## src/rtl/uart_tx_ctrl_if.sv

```systemverilog
// TX FIFO command/data bundle between uart_tx_ctrl (master) and the TX word FIFO (slave).
interface uart_tx_ctrl_if #(
  parameter int unsigned WIDTH = 32
) ();
  logic             fifo_empty;
  logic [WIDTH-1:0] fifo_rdata;
  logic [1:0]       uart_op;

  modport master (input fifo_empty, input fifo_rdata, output uart_op);
  modport slave  (output fifo_empty, output fifo_rdata, input uart_op);
endinterface

```

## src/rtl/uart_tx_ctrl.sv

```systemverilog
// UART transmit scheduler: pops words from the TX FIFO and serializes
// BYTES_PER_WORD bytes per word (LSB byte first) as 8N1 frames on tx_o.
// Optional build macro UART_TX_PARITY_EN adds an even-parity bit (8E1).
module uart_tx_ctrl #(
  parameter int unsigned WIDTH          = 32,
  parameter int unsigned CLKS_PER_BIT   = 868,
  parameter int unsigned BYTES_PER_WORD = 1
) (
  input  logic           clk,
  input  logic           reset,
  input  logic           en_i,
  uart_tx_ctrl_if.master fifo,
  output logic           tx_o,
  output logic           busy_o,
  output logic           word_done_o
);

  localparam int unsigned BAUD_W = (CLKS_PER_BIT > 1) ? $clog2(CLKS_PER_BIT) : 1;
  localparam logic [BAUD_W-1:0] BAUD_LAST = BAUD_W'(CLKS_PER_BIT - 1);
  localparam logic [1:0] BYTE_LAST = 2'(BYTES_PER_WORD - 1);
  localparam logic [1:0] OP_NONE = 2'b00;
  localparam logic [1:0] OP_POP  = 2'b01;

  typedef enum logic [2:0] {
    S_IDLE,
    S_POP,
    S_LOAD,
    S_START,
    S_DATA,
`ifdef UART_TX_PARITY_EN
    S_PARITY,
`endif
    S_STOP
  } state_e;

  state_e             state_q, state_d;
  logic [BAUD_W-1:0]  baud_q, baud_d;
  logic [2:0]         bit_idx_q, bit_idx_d;
  logic [1:0]         byte_idx_q, byte_idx_d;
  logic [WIDTH-1:0]   shift_q, shift_d;
  logic               tx_q, tx_d;
  logic [1:0]         uart_op_q, uart_op_d;
  logic               busy_q, busy_d;
  logic               word_done_q, word_done_d;
  logic               baud_wrap;
  logic [7:0]         cur_byte_d;

  assign baud_wrap = (baud_q == BAUD_LAST);

  // Next-state, counters and the registered-output values for the coming cycle.
  always_comb begin
    state_d    = state_q;
    baud_d     = baud_wrap ? '0 : baud_q + 1'b1;
    bit_idx_d  = bit_idx_q;
    byte_idx_d = byte_idx_q;
    shift_d    = shift_q;

    case (state_q)
      S_IDLE: begin
        baud_d    = '0;
        bit_idx_d = '0;
        if (en_i && !fifo.fifo_empty) state_d = S_POP;
      end
      S_POP: begin
        baud_d  = '0;
        state_d = S_LOAD;
      end
      S_LOAD: begin
        baud_d     = '0;
        shift_d    = fifo.fifo_rdata;
        byte_idx_d = '0;
        state_d    = S_START;
      end
      S_START: begin
        if (baud_wrap) begin
          bit_idx_d = '0;
          state_d   = S_DATA;
        end
      end
      S_DATA: begin
        if (baud_wrap) begin
          if (bit_idx_q == 3'd7) begin
`ifdef UART_TX_PARITY_EN
            state_d = S_PARITY;
`else
            state_d = S_STOP;
`endif
          end else begin
            bit_idx_d = bit_idx_q + 3'd1;
          end
        end
      end
`ifdef UART_TX_PARITY_EN
      S_PARITY: begin
        if (baud_wrap) state_d = S_STOP;
      end
`endif
      S_STOP: begin
        if (baud_wrap) begin
          if (byte_idx_q < BYTE_LAST) begin
            shift_d    = shift_q >> 8;
            byte_idx_d = byte_idx_q + 2'd1;
            state_d    = S_START;
          end else begin
            state_d = S_IDLE;
          end
        end
      end
      default: state_d = S_IDLE;
    endcase

    // Outputs are computed from the next state so they line up with state_q.
    cur_byte_d  = shift_d[7:0];
    uart_op_d   = (state_d == S_POP) ? OP_POP : OP_NONE;
    busy_d      = (state_d != S_IDLE);
    word_done_d = (state_q == S_STOP) && (state_d == S_IDLE);
    case (state_d)
      S_START:  tx_d = 1'b0;
      S_DATA:   tx_d = cur_byte_d[bit_idx_d];
`ifdef UART_TX_PARITY_EN
      S_PARITY: tx_d = ^cur_byte_d;
`endif
      default:  tx_d = 1'b1;
    endcase
  end

  // State and output registers; reset parks the line high in IDLE.
  always_ff @(posedge clk) begin
    if (reset) begin
      state_q     <= S_IDLE;
      baud_q      <= '0;
      bit_idx_q   <= '0;
      byte_idx_q  <= '0;
      shift_q     <= '0;
      tx_q        <= 1'b1;
      uart_op_q   <= OP_NONE;
      busy_q      <= 1'b0;
      word_done_q <= 1'b0;
    end else begin
      state_q     <= state_d;
      baud_q      <= baud_d;
      bit_idx_q   <= bit_idx_d;
      byte_idx_q  <= byte_idx_d;
      shift_q     <= shift_d;
      tx_q        <= tx_d;
      uart_op_q   <= uart_op_d;
      busy_q      <= busy_d;
      word_done_q <= word_done_d;
    end
  end

  assign fifo.uart_op = uart_op_q;
  assign tx_o         = tx_q;
  assign busy_o       = busy_q;
  assign word_done_o  = word_done_q;

endmodule

```

## src/flat_wrapper.sv

```systemverilog
// flat-port wrapper written by rule: the top's interface ports become plain ports
module uart_tx_ctrl_flat 
#(
  parameter int unsigned WIDTH          = 32,
  parameter int unsigned CLKS_PER_BIT   = 868,
  parameter int unsigned BYTES_PER_WORD = 1
)
  (clk, reset, en_i, tx_o, busy_o, word_done_o, fifo_fifo_empty, fifo_fifo_rdata, fifo_uart_op);
  uart_tx_ctrl_if #(.WIDTH(WIDTH)) fifo_i ();
  input  logic clk;
  input  logic reset;
  input  logic en_i;
  output logic tx_o;
  output logic busy_o;
  output logic word_done_o;
  input wire logic [$bits(fifo_i.fifo_empty)-1:0] fifo_fifo_empty;
  input wire logic [$bits(fifo_i.fifo_rdata)-1:0] fifo_fifo_rdata;
  output wire logic [$bits(fifo_i.uart_op)-1:0] fifo_uart_op;
  assign fifo_i.fifo_empty = fifo_fifo_empty;
  assign fifo_i.fifo_rdata = fifo_fifo_rdata;
  assign fifo_uart_op = fifo_i.uart_op;
  uart_tx_ctrl #(.WIDTH(WIDTH), .CLKS_PER_BIT(CLKS_PER_BIT), .BYTES_PER_WORD(BYTES_PER_WORD)) u_core (.clk(clk), .reset(reset), .en_i(en_i), .fifo(fifo_i), .tx_o(tx_o), .busy_o(busy_o), .word_done_o(word_done_o));
endmodule
```

## config.mk

```make
export PLATFORM = sky130hd
export DESIGN_NAME = uart_tx_ctrl_flat
export DESIGN_NICKNAME = d
export VERILOG_FILES = /design/src/rtl/uart_tx_ctrl_if.sv /design/src/rtl/uart_tx_ctrl.sv /design/src/flat_wrapper.sv
export SDC_FILE = /design/constraint.sdc
export NUM_CORES = 1
export LEC_CHECK = 0
export CAP_MARGIN = 10
export CORE_ASPECT_RATIO = 1.4
export CORE_UTILIZATION = 49
export CTS_BUF_LIST = sky130_fd_sc_hd__clkbuf_8
export DETAILED_ROUTE_END_ITERATION = 16
export PLACE_DENSITY = 0.84
export SETUP_SLACK_MARGIN = 0.05
export SYNTH_ARGS = -nofsm -noshare
export SYNTH_HDL_FRONTEND = slang
export SYNTH_SLANG_ARGS = --single-unit
```

## constraint.sdc

```tcl
create_clock -name clk -period 3.3 [get_ports clk]
set_clock_uncertainty 0.1 [all_clocks]
set_input_delay 0.66 -clock clk [delete_from_list [all_inputs] [get_ports clk]]
set_output_delay 0.66 -clock clk [all_outputs]
set_load 0.01 [all_outputs]
```

==> Word-level counts from Yosys, hierarchy flattened <==
Cells that the tools add are included.
{ "totals": {"ff_bits": 55, "in_bits": 36, "output_inout_bits": 5, "word_cells": 57} }
{ "op_classes": {"n_addsub": 3, "magnitude_cmp": 2, "eq_ne": 12, "mux": 21, "reduce_logical": 9} }
{ "ops": {"columns": ["op", "count"], "rows": [
  ["$mux 32", 2],
  ["$pmux 32 s2", 1],
  ["$mux 3", 8],
  ["$pmux 3 s6", 1],
  ["$eq 3x3->1 const B", 4],
  ["$add 10x1->10 const B", 1],
  ["$eq 10x10->1 const B", 1],
  ["$eq 3x2->1 const B", 3],
  ["$pmux 3 s3", 1],
  ["$eq 3x1->1 const B", 2],
  ["$logic_not 3->1", 2],
  ["$mux 2", 3],
  ["$reduce_or 5->1", 1],
  ["$lt 3x4->1 const B", 1],
  ["$ne 2x1->1 const B", 2],
  ["$pmux 2 s2", 1],
  ["$add 3x1->3 const B", 1],
  ["$bmux 1 s3", 1],
  ["$reduce_and 3->1", 1],
  ["$reduce_bool 3->1", 1],
  ["$add 2x1->2 const B", 1],
  ["$logic_and 1x1->1", 2],
  ["$lt 2x1->1 const B", 1],
  ["$mux 1", 2],
  ["other kinds (3)", 3]
]} }

==> Longest topological paths before layout <==
Gate-level depths: netlist of the first run.
{ "depth": {"ltp_word": 7, "depth_mapped": 10, "depth_no_buf": 9} }

==> Least setup slack after synthesis of the first run <==
Ideal clock, no wire load.
{ "synth_path": {"kind": "register to register", "from": "reg u_core.bit_idx_q[0]", "to": "reg u_core.tx_q, in the netlist u_core.tx_o", "setup_time_ps": 117, "t_arrival_ps": 2087, "path_slack_ps": 996, "path_stages_with_launch": 10, "path_buffers": 0, "path_cell_list": "dfxtp_1 -> ha_1 -> a2111oi_4 -> a31oi_1 -> a41oi_2 -> nand2_2 -> mux2_4 -> a211oi_1 -> or3_1 -> o21ai_2"} }
{ "synth_via": {"elab_chain_cells": 7, "word_cells_on_any_way": 14, "classes_between": "1 x add/sub; 3 x eq/ne; 10 x mux"} }
{ "synth_rtl": {"columns": ["element", "line", "source"], "rows": [
  ["from (decl)", "uart_tx_ctrl.sv:38", "logic [2:0] bit_idx_q, bit_idx_d;"],
  ["from (signal assigned)", "uart_tx_ctrl.sv:142", "bit_idx_q <= bit_idx_d;"],
  ["$add 3x1->3 / $eq 3x3->1 (equally long branches)", "uart_tx_ctrl.sv:89, uart_tx_ctrl.sv:82", null],
  ["$mux 3", "uart_tx_ctrl.sv:82", "if (bit_idx_q == 3'd7) begin"],
  ["$mux 3", "uart_tx_ctrl.sv:81", "if (baud_wrap) begin"],
  ["$pmux 3 s3", "uart_tx_ctrl.sv:58", "case (state_q)"],
  ["$bmux 1 s3", "uart_tx_ctrl.sv:119", "S_DATA: tx_d = cur_byte_d[bit_idx_d];"],
  ["$mux 1 (implied by the code)", "uart_tx_ctrl.sv:119", null],
  ["$pmux 1 s2 *", "uart_tx_ctrl.sv:117", "case (state_d)"],
  ["to (signal assigned)", "uart_tx_ctrl.sv:145", "tx_q <= tx_d;"],
  ["to (decl)", "uart_tx_ctrl.sv:41", "logic tx_q, tx_d;"]
]} }
Mark *: on every way between the ends. The rest lies on a longest branch, timed or not. The select of a mux whose other input is x is not followed.
A chain may end at the register's enable or synchronous reset.

==> Final worst setup path of the first run <==
Same ends and word-level chain as after synthesis.

==> results.txt, run 1 <==
- Synthesis-to-layout area growth: 12.1%
- Area of the core region: approximately 0.0027 mm2
- TritonCTS built the clock tree.
- Number of antenna violations at the first check in global routing: 0
- Pre-antenna DRT Iters: 4
* Sink count of the clock tree: 28
- Highest net fanout along the worst path: 6
- The tightest min-delay check is of the register to register type.
* Most common library cell in the layout ignoring fill and taps: sky130_fd_sc_hd__dfxtp_1
* Most frequent cells in the layout: sky130_fd_sc_hd__dfxtp_1, sky130_fd_sc_hd__nand2_1, sky130_fd_sc_hd__nor2_1
- Pwr/cell area: a little under 400 mW/mm2
- For this block, the initial DRC count from the detailed router was 63.
- Across every metal layer, demand over resource in global routing totals 21.8%.
* Warnings from Yosys: 0
- Net count, final: 210
- The post-route netlist has 13.5% of its cells at a drive strength greater than 1.
- In this run the critical register-to-register path is launched from u_core.bit_idx_q[0].
- Cells along the critical path: ha_1 > a2111oi_4 > a31oi_1 > a41oi_2 > nand2_2 > mux2_4 > a211oi_1 > or3_1 > o21ai_2
- The first global-routing pass estimated between 4000 and 5000 um of wire.
- Clock-pin transition on the worst setup and hold timing paths: ~0.090 ns
- Total I/O pin count: 41
* Routed wire length: between 2000 and 3000 um
* Number of nets in the synthesized netlist: about 200
* Floorplan die area: between 0.003 and 0.004 mm2
* Area leader, netlist: sky130_fd_sc_hd__dfxtp_1
- Reg-to-Reg End: u_core.tx_o
- STA classifies the critical path startpoint as a register.
- Timing analysis after detailed placement gives a worst setup slack of between 0.7 and 0.8 ns.
- I/O Buffers: 15
- Maximum single-stage delay on the critical path: 0.39 ns
- Kind of end point of the critical path: register
* Number of H-tree levels: 1
- Global route overflow: 0
- The clock reaches the later pin of the worst-skew pair after 0.27 ns.
- Setup violations remaining at the end of the flow were counted as 0.
- Residual antenna-violating net count after detailed routing: 0
- Fill cells in the final layout number around 240.
* Post-synthesis cell type count: 51
* Drt wl/cell: between 10 and 15 um
- Sequential area share after synthesis: 38.9%
- Number of flops mapped to enable cells by yosys: 0
* Arrival @ worst endpoint: around 2.7 ns
* Max-slew violation count: 0
- Data on the critical path is required at its endpoint by between 3 and 4 ns.
* Critical-path cell with the highest stage delay: sky130_fd_sc_hd__a2111oi_4
* Die outline width: approximately 48 um
- By startpoint and endpoint, the worst setup path is classified as register to register.
* Floorplan die height: between 60 and 70 um
* Total of cells resized after clock tree synthesis: 0
- Number of hold-slack violations in the final timing report: 0
- Tracing the worst setup path back leads to its startpoint at u_core.bit_idx_q[0].
- The most used flip-flop cell after synthesis is sky130_fd_sc_hd__dfxtp_1.
* DR DRC count: 0
* Multi-input logic area: 792 um2
- Clock Tree Buf Depth: 2
* Max Fclk: roughly 380 MHz
- The initial utilization of the core area, before any placement, comes to a little over half.
- Synthesis produced a netlist whose cell count is around 160.
- Max-cap violations in this run came to 0.
* Number of global-route vias before repair: between 1k and 1.5k
* Sequential cell area: 561 um2
- Status: completed
- The HPWL after detailed placement is slightly above 2000 um.
* Average footprint of a synthesized cell: a little under 9 um2
- The worst register-to-register path has a setup slack of just under 0.7 ns.
- Sorting the synthesized cells by area gives the leading types as sky130_fd_sc_hd__dfxtp_1, sky130_fd_sc_hd__nand2_1, sky130_fd_sc_hd__a21oi_1.
- IR analysis of the VDD net gives a maximum drop of ~0.35 mV.
- Final weighted congestion of routability-driven global placement: approximately 0.86
- Count of vias placed by the detailed router: 1187
- Setup slack of the critical path after layout: between 0.6 and 0.7 ns
- FF-to-FF path depth: 9
* Antenna diode count: 0
- Setup repair after global routing left no endpoint under its margin.
- After synthesis, the share of flip-flops with an asynchronous set or reset is 0%.
- Once the clock tree was built, the setup fixing pass inserted 0 buffers.
- Row count: 22
* CTS buffer count: 3
- Area of the mapped netlist: 0.00144 mm2
* Post-CTS Hold Fix Bufs: 0
- Leakage power: between 0.5 and 0.6 nW
- The routed design could run at a clock period as short as 2.61 ns.
* Area share of the largest cell type after synthesis: roughly two fifths
- Number of vias per cell: 5.73
* Post-synthesis sequential element count: 28
* Clock tree root driver cell: sky130_fd_sc_hd__clkbuf_8
- Capturing instance or port of the critical path: u_core.tx_o
* Largest net degree at the start of global routing: 16
- In the final timing run, aggregate negative setup slack is 0 ns.
* Final critical-path share of the clock period: between 70% and 80%
## routing by layer
metal | global-route usage, % | share of wire, % | vias up
li1 | - | - | 582
met1 | 25.5 | 41 | 557
met2 | 35.0 | 52 | 32
met3 | 3.28 | 2.9 | 16
met4 | 13.9 | 4.1 | 0
met5 | 0 | 0 | -
## report_power, final
part	total [mW]	switching [mW]	leakage (nW)	internal, mW
logic	0.0713	0.0355	0.333	0.0359
clock network	0.208	0.101	0.0288	0.107
registers	0.354	0.00705	0.227	0.347
## worst min-delay path by stage
stage | startpoint | endpoint | cells past startpoint
2_1_floorplan | u_core.baud_q[0] | u_core.baud_q[0] | 1
3_3_place_gp | u_core.baud_q[0] | u_core.baud_q[0] | 1
3_5_place_dp | u_core.baud_q[0] | u_core.baud_q[0] | 1
4_1_cts | u_core.shift_q[5] | u_core.shift_q[5] | 2
5_1_grt | u_core.shift_q[5] | u_core.shift_q[5] | 2
6_report | u_core.baud_q[0] | u_core.baud_q[0] | 1
## through the flow
stage / area (um2) / hold slack (ns) / utilization (%) / std cells / power, mW
floorplan: 1440 / 0.330 / - / 161 / 0.413
global placement: 1560 / 0.343 / 57.8 / 203 / 0.429
detailed placement: 1560 / 0.359 / 57.8 / 203 / 0.432
CTS: 1610 / 0.374 / 59.8 / 207 / 0.636
global route: 1610 / 0.398 / 59.8 / 207 / 0.661
finish: 1610 / 0.372 / 59.8 / 207 / 0.633
## flip-flops by register name, summed over array words and instances (netlist names)
name                 cells
u_core.baud_q           10
u_core.shift_q           8
u_core.bit_idx_q         3
u_core.state_q           3
u_core.busy_o            1
u_core.fifo.uart_op      1
u_core.tx_o              1
u_core.word_done_o       1
## cell families (layout without fill, tap and decap cells)
family                   count (synthesis)  in the layout  synth area share, %
AND/OR/NAND/NOR                         75             75                 27.6
other                                    1              1                0.260
flip-flops                              28             28                 38.9
XOR/XNOR                                 8              8                 4.87
AO/OA/AOI/OAI                           31             31                 16.6
multiplexers                             5              5                 3.91
buffers and inverters                   11             21                 6.08
adder cells (fa/ha/maj)                  2              2                 1.74
## synth_stat cells (2+ instances only)
cell / count
sky130_fd_sc_hd__buf_6: 2
sky130_fd_sc_hd__clkbuf_1: 3
sky130_fd_sc_hd__o21a_1: 2
sky130_fd_sc_hd__xor2_1: 3
sky130_fd_sc_hd__xnor2_1: 5
sky130_fd_sc_hd__nand3_1: 4
sky130_fd_sc_hd__clkbuf_8: 2
sky130_fd_sc_hd__nand4_1: 2
sky130_fd_sc_hd__or3_1: 3
sky130_fd_sc_hd__nand2b_1: 3
sky130_fd_sc_hd__a211oi_1: 2
sky130_fd_sc_hd__buf_4: 3
sky130_fd_sc_hd__nor4b_1: 2
sky130_fd_sc_hd__dfxtp_1: 28
sky130_fd_sc_hd__nor3_1: 5
sky130_fd_sc_hd__a21o_2: 2
sky130_fd_sc_hd__ha_1: 2
sky130_fd_sc_hd__and3_1: 2
sky130_fd_sc_hd__nand2_1: 22
sky130_fd_sc_hd__and4b_1: 2
sky130_fd_sc_hd__a22oi_1: 2
sky130_fd_sc_hd__mux2i_1: 3
sky130_fd_sc_hd__nor2_1: 17
sky130_fd_sc_hd__a21oi_1: 13
## cell type report
| cell class | instances | share of cell area (%) |
|---|---|---|
| Multi-Input combinational cell | 122 | 49.1 |
| Sequential cell | 28 | 34.7 |
| Tap cell | 36 | 2.79 |
| Timing Repair Buffer | 16 | 9.77 |
| Clock buffer | 4 | 3.41 |
| Inverter | 1 | 0.233 |
## worst max-delay path, delay by kind of cell (launching register included)
kind / cells / cell delay, ns
flip-flops: 1 / 0.36
AO/OA/AOI/OAI: 5 / 1.11
multiplexers: 1 / 0.33
adder cells (fa/ha/maj): 1 / 0.26
AND/OR/NAND/NOR: 2 / 0.34
No activity file was read; power rests on OpenSTA's default activity.
==> run 2, diff against run 1 <==
Clock period 3.3 ns to 2.63 ns, I/O delays scaled along.
==> run 2 against run 1 <==
Hold slack got worse by 0.0045 ns. Sequential share of layout area fell by 0.35 points. Register-to-register slack got worse by 0.60 ns. Sequential cell count did not move. Cell count rose by 0.48%.
==> results.txt, run 2 (same netlist as run 1, synthesis figures left out) <==
- Status: completed
- In the layout the commonest cells are sky130_fd_sc_hd__dfxtp_1, sky130_fd_sc_hd__nand2_1, sky130_fd_sc_hd__nor2_1.
- Maximum single-stage delay on the critical path: 0.38 ns (about the same)
* Source of the critical timing path: u_core.bit_idx_q[0]
* Clock tree root driver cell: sky130_fd_sc_hd__clkbuf_8
* Sw Share: 23.3% (+0.59 points)
- In this run the worst hold path is classified as register to register.
* Setup-failing EPs final: 0 (unchanged)
* Number of vias per cell: 5.66 (-1.3%)
- Max Fclk: 395 MHz (+2.9%)
- Residual antenna-violating net count after detailed routing: 0 (unchanged)
- Maxcap violations: 0 (unchanged)
* Share of total power in the clock network: 29.6% (-3.3 points)
- Cells along the critical path: ha_2 > a2111oi_4 > a31oi_1 > a41oi_2 > nand2_2 > mux2_4 > a211oi_1 > or3_1 > o21ai_2
- Register with the most flip-flops: u_core.baud_q
* Instance count along the most critical hold path: 2 (+1)
* Sink count of the clock tree: 28 (unchanged)
- Leakage power: 0.589 nW (+0.16%)
- By startpoint and endpoint, the worst setup path is classified as register to register.
- The minimum period implied by the final worst setup slack came to 2.53 ns (-0.0726 ns).
* Row count: 22 (unchanged)
* Reg-to-Reg End: u_core.tx_o
- The routability congestion estimate from global placement was 0.837 (-2.7%).
- The flip-flop count of the largest register, all copies and words added came to 10 (unchanged).
- Most common library cell in the layout ignoring fill and taps: sky130_fd_sc_hd__dfxtp_1
- The routed length per instance was 14.1 um (-0.48%).
- For this design, the slowest cell found on the critical path is sky130_fd_sc_hd__dfxtp_1.
- Final HPWL from detailed placement: 2050 um (+0.26%)
- CTS buffer count: 3 (unchanged)
* Internal: 0.584 mW (+19%)
* Floorplan die height: 66.1 um (unchanged)
- Net count, final: 212 (+0.95%)
- Arrival @ worst endpoint: 2.60 ns (-0.08 ns)
- Number of H-tree levels: 1 (unchanged)
* Regs by FF count: u_core.baud_q (10), u_core.shift_q (8)
- The final non-filler cell area came to 0.00163 mm2 (+1.0%).
- The startpoint identified for the worst register-to-register timing path is u_core.bit_idx_q[0].
* Highest net fanout along the worst path: 6 (unchanged)
- The count of pins over their slew limit is 0 (unchanged).
- TritonCTS built the clock tree.
- Cell total after placement: 204 (+0.49%)
* Number of global-route vias before repair: 1080 (-5.8%)
- Wire length of the first global-routing pass: 4790 um (-2.5%)
- Die outline width: 47.8 um (unchanged)
* Clock Latency Late Sink: 0.27 ns (about the same)
- Number of hold-slack violations in the final timing report: 0 (unchanged)
* Count of vias placed by the detailed router: 1177 (-0.84%)
* Net Sw Power: 0.177 mW (+23%)
- Total I/O pin count: 41 (unchanged)
* Area of the core region: 0.00270 mm2 (unchanged)
- DR DRC count: 0 (unchanged)
* Number of antenna violations at the first check in global routing: 0 (unchanged)
- The starting DRC count in detailed routing was 42 (-33%).
- Capturing instance or port of the critical path: u_core.tx_o
- The starting density of the core was 53.4% (unchanged).
* Required time of the critical path: 2.70 ns (-0.67 ns)
- The power per unit of standard cell area was 467 mW/mm2 (+19%).
* Clock Tree Buf Depth: 2 (unchanged)
- The count of cells along the worst register-to-register path was 9 (unchanged).
* Pre-antenna DRT Iters: 4 (unchanged)
* Sequential share of power: 58.4% (+2.5 points)
* Floorplan die area: 0.00316 mm2 (unchanged)
- The share of cells above drive strength 1 is 15.1% (+1.7 points).
* Setup slack on the worst flop-to-flop path: 0.1 ns (-0.60 ns)
* Global route overflow: 0 (unchanged)
- The combinational fraction of design power was 12.0% (+0.7 points).
- The area growth from synthesis to layout is 13.2%.
- Clock-pin transition on the worst setup and hold timing paths: 0.09 ns (about the same)
* I/O Buffers: 15 (unchanged)
* Total power after layout: 0.761 mW (+20%)
* Layout filler cell count: 244 (unchanged)
- The global-route usage over all layers came to 21.2% (-0.57 points).
- Kind of end point of the critical path: register
* IR Drop Worst-Case VDD: 0.350 mV (+0.59%)
* Largest net degree at the start of global routing: 15 (-1)
- Hold slack final: 0.368 ns (-0.00449 ns)
* Final non-filler cell total: 208 (+0.48%)
* Antenna diode count: 0 (unchanged)
- The total length of routed wires was 2930 um (unchanged).
- Placed instance area: 0.00157 mm2 (+0.48%)
* Final critical-path share of the clock period: 96.3% (+17 points)
- The worst setup path is launched from a register.
[run 2: cell count changes in the layout (fill, tap and decap cells not counted), sizes merged]
cell    change
buf         +2
clkbuf      -1
[run 2: per-layer routing]
layer | GRT usage, % | routed length (um)
met4 | 10.4 | 38
met5 | 0 | 0
met3 | 3.55 | 88
met2 | 34.1 | 1540
met1 | 26.1 | 1260
[run 2: area by class of cell]
class | count | area, um2 | share of cell area, %
clock buffers | 3 | 41.3 | 2.53
inverters | 1 | 3.75 | 0.230
multi-input cells | 122 | 807 | 49.5
flip-flops and latches | 28 | 561 | 34.4
well taps | 36 | 45.0 | 2.76
repair buffers | 18 | 173 | 10.6
[run 2: timing repair]
action                                  CTS  global route
hold buffers                              0             0
setup buffers                             0             1
endpoints found under the hold margin     0             0
endpoints found under the setup margin    0             1
gates resized for setup                   0             3
[run 2: critical path, delay by kind of cell, from the launching register on]
family / cells / cell delay [ns]
AO/OA/AOI/OAI: 5 / 1.04
flip-flops: 1 / 0.38
AND/OR/NAND/NOR: 2 / 0.36
multiplexers: 1 / 0.32
adder cells (fa/ha/maj): 1 / 0.24
[run 2: power by group through the flow]
stage	registers (mW)	logic, mW	clock network, mW
after global routing	0.446	0.101	0.247
final	0.444	0.0917	0.225
after detailed placement	0.454	0.0877	0
after floorplan	0.449	0.0691	0
after CTS	0.444	0.0886	0.229
after global placement	0.453	0.0847	0
[run 2: worst min path at each step]
stage / end / startpoint
after floorplan: u_core.baud_q[0] / u_core.baud_q[0]
after global placement: u_core.baud_q[0] / u_core.baud_q[0]
after detailed placement: u_core.shift_q[6] / u_core.shift_q[6]
after CTS: u_core.shift_q[5] / u_core.shift_q[5]
after global routing: u_core.shift_q[6] / u_core.shift_q[6]
final: u_core.shift_q[5] / u_core.shift_q[5]
[run 2: through the flow]
step           worst slack [ns]  utilization, %  TNS (ns)
6_report                 0.0974            60.4         0
5_1_grt                 -0.0448            60.4   -0.0448
4_1_cts                  0.0881            59.6         0
3_5_place_dp              0.132            58.1         0
3_3_place_gp              0.166            58.1         0
2_1_floorplan             0.326               -         0
==> run 3, diff against run 2 <==
Settings changed: ABC_CLOCK_PERIOD_IN_PS from default to 2630.
==> results of run 3 <==
The final DEF is identical to that of run 2; final timing and power are the same.
